`src/rtl/doorlock_ctrl.sv`:
```
// Passcode door-lock controller: collects keypad digits, checks them against a
// stored code, drives the actuator/alarm and allows code change while open.
module doorlock_ctrl #(
  parameter int unsigned                CODE_LEN       = 4,
  parameter logic [4*CODE_LEN-1:0]      DEFAULT_CODE   = 16'h1234,
  parameter int unsigned                UNLOCK_CYCLES  = 50_000_000,
  parameter int unsigned                LOCKOUT_CYCLES = 250_000_000,
  parameter int unsigned                MAX_FAILS      = 3
) (
  input  logic       clk_i,
  input  logic       rst_i,
  input  logic [1:0] mode_i,
  input  logic [3:0] num_i,
  output logic       unlock_o,
  output logic       alarm_o,
  output logic [2:0] state_o,
  output logic [3:0] digit_cnt_o,
  output logic [1:0] fail_cnt_o,
  output logic       code_set_o
);

  localparam int unsigned CW   = 4 * CODE_LEN;
  localparam int unsigned TMAX = (UNLOCK_CYCLES > LOCKOUT_CYCLES) ? UNLOCK_CYCLES : LOCKOUT_CYCLES;
  localparam int unsigned TW   = $clog2(TMAX + 1);

  typedef enum logic [2:0] {
    ST_ENTRY   = 3'd0,
    ST_CHECK   = 3'd1,
    ST_OPEN    = 3'd2,
    ST_SET     = 3'd3,
    ST_LOCKOUT = 3'd4
  } state_t;

  state_t          state_q, state_d;
  logic [CW-1:0]   entry_q, entry_d;
  logic [CW-1:0]   code_q, code_d;
  logic [3:0]      cnt_q, cnt_d;
  logic [1:0]      fail_q, fail_d;
  logic [TW-1:0]   timer_q, timer_d;
  logic            prev_valid_q;
  logic            code_set_q, code_set_d;
  logic            unlock_q, alarm_q;

  logic            key_valid;
  logic            ev_digit, ev_clear, ev_enter;
  logic            code_match;
  logic [2:0]      fail_inc;
  logic [TW-1:0]   timer_dec;

  // One event per press: a valid key counts only when the previous cycle was idle
  always_comb begin
    key_valid = ((mode_i == 2'd0) && (num_i <= 4'd9)) ||
                (((mode_i == 2'd1) || (mode_i == 2'd2)) && (num_i == 4'd0));
    ev_digit  = key_valid && !prev_valid_q && (mode_i == 2'd0);
    ev_clear  = key_valid && !prev_valid_q && (mode_i == 2'd1);
    ev_enter  = key_valid && !prev_valid_q && (mode_i == 2'd2);
  end

  always_comb begin
    code_match = (cnt_q == 4'(CODE_LEN)) && (entry_q == code_q);
    fail_inc   = {1'b0, fail_q} + 3'd1;
    timer_dec  = (timer_q != '0) ? timer_q - TW'(1) : '0;
  end

  // Next-state and datapath update
  always_comb begin
    state_d    = state_q;
    entry_d    = entry_q;
    cnt_d      = cnt_q;
    fail_d     = fail_q;
    timer_d    = timer_q;
    code_d     = code_q;
    code_set_d = 1'b0;

    case (state_q)
      ST_ENTRY, ST_SET: begin
        if (ev_digit) begin
          if (cnt_q < 4'(CODE_LEN)) begin
            entry_d = (entry_q << 4) | CW'(num_i);
            cnt_d   = cnt_q + 4'd1;
          end
        end else if (ev_clear) begin
          entry_d = '0;
          cnt_d   = '0;
          if (state_q == ST_SET) state_d = ST_ENTRY;
        end else if (ev_enter) begin
          if (state_q == ST_ENTRY) begin
            state_d = ST_CHECK;
          end else begin
            if (cnt_q == 4'(CODE_LEN)) begin
              code_d     = entry_q;
              code_set_d = 1'b1;
            end
            entry_d = '0;
            cnt_d   = '0;
            state_d = ST_ENTRY;
          end
        end
      end

      ST_CHECK: begin
        entry_d = '0;
        cnt_d   = '0;
        if (code_match) begin
          state_d = ST_OPEN;
          timer_d = TW'(UNLOCK_CYCLES);
          fail_d  = '0;
        end else begin
          fail_d = 2'(fail_inc);
          if (fail_inc == 3'(MAX_FAILS)) begin
            state_d = ST_LOCKOUT;
            timer_d = TW'(LOCKOUT_CYCLES);
          end else begin
            state_d = ST_ENTRY;
          end
        end
      end

      ST_OPEN: begin
        if (ev_enter) begin
          state_d = ST_ENTRY;
          timer_d = '0;
        end else if (ev_clear) begin
          state_d = ST_SET;
          timer_d = '0;
        end else begin
          timer_d = timer_dec;
          if (timer_q <= TW'(1)) state_d = ST_ENTRY;
        end
      end

      ST_LOCKOUT: begin
        timer_d = timer_dec;
        if (timer_q <= TW'(1)) begin
          state_d = ST_ENTRY;
          fail_d  = '0;
        end
      end

      default: begin
        state_d = ST_ENTRY;
        entry_d = '0;
        cnt_d   = '0;
        timer_d = '0;
      end
    endcase
  end

  always_ff @(posedge clk_i or negedge rst_i) begin
    if (!rst_i) begin
      state_q      <= ST_ENTRY;
      entry_q      <= '0;
      cnt_q        <= '0;
      fail_q       <= '0;
      timer_q      <= '0;
      code_q       <= DEFAULT_CODE;
      prev_valid_q <= 1'b0;
      code_set_q   <= 1'b0;
      unlock_q     <= 1'b0;
      alarm_q      <= 1'b0;
    end else begin
      state_q      <= state_d;
      entry_q      <= entry_d;
      cnt_q        <= cnt_d;
      fail_q       <= fail_d;
      timer_q      <= timer_d;
      code_q       <= code_d;
      prev_valid_q <= key_valid;
      code_set_q   <= code_set_d;
      unlock_q     <= (state_d == ST_OPEN);
      alarm_q      <= (state_d == ST_LOCKOUT);
    end
  end

  assign unlock_o    = unlock_q;
  assign alarm_o     = alarm_q;
  assign state_o     = state_q;
  assign digit_cnt_o = cnt_q;
  assign fail_cnt_o  = fail_q;
  assign code_set_o  = code_set_q;

endmodule

```
`config.mk`:
```
export PLATFORM = sky130hd
export DESIGN_NAME = doorlock_ctrl
export DESIGN_NICKNAME = d
export VERILOG_FILES = /design/src/rtl/doorlock_ctrl.sv
export SDC_FILE = /design/constraint.sdc
export NUM_CORES = 1
export LEC_CHECK = 0
export BUFFER_PORTS_ARGS = -buffer_cell sky130_fd_sc_hd__buf_2
export CAP_MARGIN = 30
export CORE_MARGIN = 4
export CORE_UTILIZATION = 60
export CTS_CLUSTER_DIAMETER = 40
export CTS_CLUSTER_SIZE = 10
export DETAILED_ROUTE_END_ITERATION = 10
export GPL_TIMING_DRIVEN = 0
export HOLD_SLACK_MARGIN = 0.05
export PLACE_DENSITY_LB_ADDON = 0.05
export SLEW_MARGIN = 20
export SYNTH_ARGS = -nofsm -noshare
export SYNTH_HDL_FRONTEND = slang
export SYNTH_SLANG_ARGS = --single-unit
```
`constraint.sdc`:
```
create_clock -name clk_i -period 2.9 [get_ports clk_i]
set_clock_uncertainty 0.15 [all_clocks]
set_input_delay 0.58 -clock clk_i [delete_from_list [all_inputs] [get_ports clk_i]]
set_output_delay 0.58 -clock clk_i [all_outputs]
set_load 0.01 [all_outputs]
```
==> results_dict.tcl <==
set metrics [dict create \
    status "completed" \
    ys_types 64 \
    ioPinCount 20 \
    syn_to_final_growth_pct 10.85 \
    clock-sinks 73 \
    power_leakage_uw 0.002112 \
    cts_buffers 9 \
    finish.utilization 0.6908 \
    arrival_ns 2.77 \
    final_cell_mix "dfrtp_1, a21oi_1, inv_1, buf_2, nand2_1" \
    crit_path_end "timer_q[27]$_DFFE_PN0P_" \
    clock_latency_ns 0.35 \
    hold_ws_ns 0.3411 \
    synth.avg_cell_area_um2 10.21 \
    cp.required_ns 3.01 \
    power_density_mw_per_mm2 495.0 \
    yosys-top-cells-area "dfrtp_1, mux2_2, a22o_1, a21oi_1, dfstp_2" \
    fmax_mhz 376.5 \
    grt_max_degree 43 \
    fill_cells 482 \
    drc 0 \
    grt_pass1_wl_um 14520 \
    grt_util_met2 0.3557 \
    yosysWarnings 0 \
    syn_nets 409 \
    slew_headroom 0.3174 \
    cap_violations 0 \
    synth-seq-area-share 0.4580 \
    port_buffers 19 \
    synth-seq-cells 73 \
    finalMaxSlewViolations 0 \
    cts_setup_buffers 0 \
    final_common_cell "dfrtp_1" \
    total_power_uw 2196 \
    worstSetupPathType "reg2reg" \
    final_net_count 441 \
    cts_tree "built" \
    grt_pass1_vias 2986 \
    rsz0062_at_grt "no" \
    place_congestion 0.8689 \
    rr_worst_depth 6 \
    netlist.area_leader.share 0.4251 \
    grt_usage 0.2384 \
    rrSetupSlack_ns 0.24 \
    clkTransAtPathRegs_ns 0.09 \
    num_rows 29 \
    drt_first_pass_iters 5 \
    routed_wl_um 8945 \
    antenna_found_initial 0 \
    die_x_um 89.68 \
    drt-initial-drc-count 273 \
    finalHoldViolCount 0 \
    wl_per_cell_um 17.68 \
    synth-async-reset-ratio 1.000 \
    ir_drop_mv 0.2839 \
    vias 3187 \
    synth_area_mm2 0.004003 \
    die_area_mm2 0.008042 \
    cts_root_buf "clkbuf_8" \
    via_per_inst 6.298 \
    core_region_area_mm2 0.006422 \
    crit_path_max_fanout 10 \
    die_y_um 89.68 \
    synthCells 392 \
    grtUsageMet1 0.3374 \
    r2r-start "state_o[2]$_DFF_PN0_" \
    synth_area_leader_cell "dfrtp_1" \
    drive_gt1_frac 0.2191 \
    worstMarginPinSlew_ns 1.017 \
    start_util 0.6232 \
    gr-usage-met3 0.04745 \
    worstSetupStartpointType "register" \
    synth_edf_count 0 \
    ant_nets 0 \
    holdCritPathClass "in2reg" \
    timing.rr.end "timer_q[27]$_DFFE_PN0P_" \
    clock_path_buffers 2 \
    grt_overflow 0 \
    yosys_most_used_dff "dfrtp_1" \
    htreeDepth 3 \
    fin_crit_sh 0.9158 \
    fin_crit_ns 2.656 \
    top_usage_layer "met2" \
    setup-violations-final 0 \
    post-dp-hpwl_um 6193 \
    startpoint "state_o[2]$_DFF_PN0_" \
    critPathCaptureType "register" \
    diodes 0 \
]
## flip-flops by register name, summed over array words and instances, names as in the netlist, 2 cells and up
name and cells:
code_q 16, timer_q 28, entry_q 16, digit_cnt_o 4
fail_cnt_o 2, state_o 3
## cell usage after synthesis, types with 2 or more instances
library cell and instances:
clkbuf_1 2, mux2_2 17, ha_1 9, inv_2 2, and3_1 3, dfstp_2 5, mux2i_1 4, nor3_2 3
buf_4 3, or3_1 4, nor2_1 22, buf_2 9, a22o_1 19, nand2b_1 6, o21ai_0 9, o31a_1 4
inv_1 29, a211oi_1 2, nand4b_1 2, o21ai_1 3, o21bai_1 4, or4_1 3, nand2_1 26, xor2_1 15
or2_2 2, a31oi_1 6, buf_6 2, nor4_2 3, nor3_1 10, dfrtp_1 68, a21oi_1 32, nor2b_1 3
o22ai_1 13, a2111oi_0 2, a21o_1 3, nand3_1 11, o21a_1 2, nor4_4 4
## repair_timing
action / in CTS / in global routing
resized for setup: 0 / 0
endpoints found under the hold margin: 30 / 0
hold buffers: 1 / 0
## stage by stage
stage	worst slack [ns]	setup TNS [ns]	instance area, um2	std cells
finish	0.2442	0	4437	506
global route	0.1163	0	4437	506
CTS	0.3038	0	4437	506
detailed placement	-0.05427	-0.2084	4217	489
global placement	0.02602	0	4194	488
floorplan	0.5187	0	4003	392
## critical path, stage by stage (launching register included)
cell and delay (ns):
dfrtp_1 0.41, buf_2 0.19, nand2b_1 0.17, nor2_1 0.65, o21ai_0 0.60, a21boi_0 0.27
o22ai_1 0.13
## per-layer routing
layer	vias up	wire length, um	part of all wire
met3	12	551	0.062
met1	1577	4188	0.47
met4	0	138	0.015
li1	1486	-	-
met5	-	0	0
met2	112	4067	0.45
## how the worst min path moves through the flow
stage,startpoint,to,cells after the start
after floorplan,rst_i,alarm_o$_DFF_PN0_,0
after global placement,timer_q[2]$_DFFE_PN0P_,timer_q[2]$_DFFE_PN0P_,1
after detailed placement,fail_cnt_o[0]$_DFFE_PN0P_,fail_cnt_o[0]$_DFFE_PN0P_,1
after CTS,num_i[2],entry_q[2]$_DFFE_PN0P_,2
after global routing,num_i[0],entry_q[0]$_DFFE_PN0P_,2
final,num_i[2],entry_q[2]$_DFFE_PN0P_,2
## kinds of logic after synthesis
family | count (synthesis) | synth area share
adders and majority gates | 9 | 0.02813
and+or+nand+nor | 113 | 0.1729
DFF | 73 | 0.4580
AOI/OAI and AO/OA | 112 | 0.1910
buffers and inverters | 47 | 0.05345
xor gates and xnor gates | 16 | 0.03501
muxes | 22 | 0.06158
## power by group
part / switching, uW / total [uW] / internal, uW
clock: 409 / 838 / 430
combinational: 124 / 227 / 103
sequential: 61.1 / 1130 / 1070
total: 594 / 2200 / 1600
## layout make-up
cell class / instances / area [um2] / share of cell area
multi-input combinational: 272 / 1956 / 0.4408
sequential: 73 / 1833 / 0.4131
clock buffer: 10 / 137.6 / 0.03102
timing repair buffer: 21 / 127.6 / 0.02876
inverter: 31 / 116.4 / 0.02623
buffer: 16 / 97.59 / 0.02200
tap: 77 / 96.34 / 0.02171
clock inverter: 6 / 72.57 / 0.01636
No activity file was read; power rests on OpenSTA's default activity.
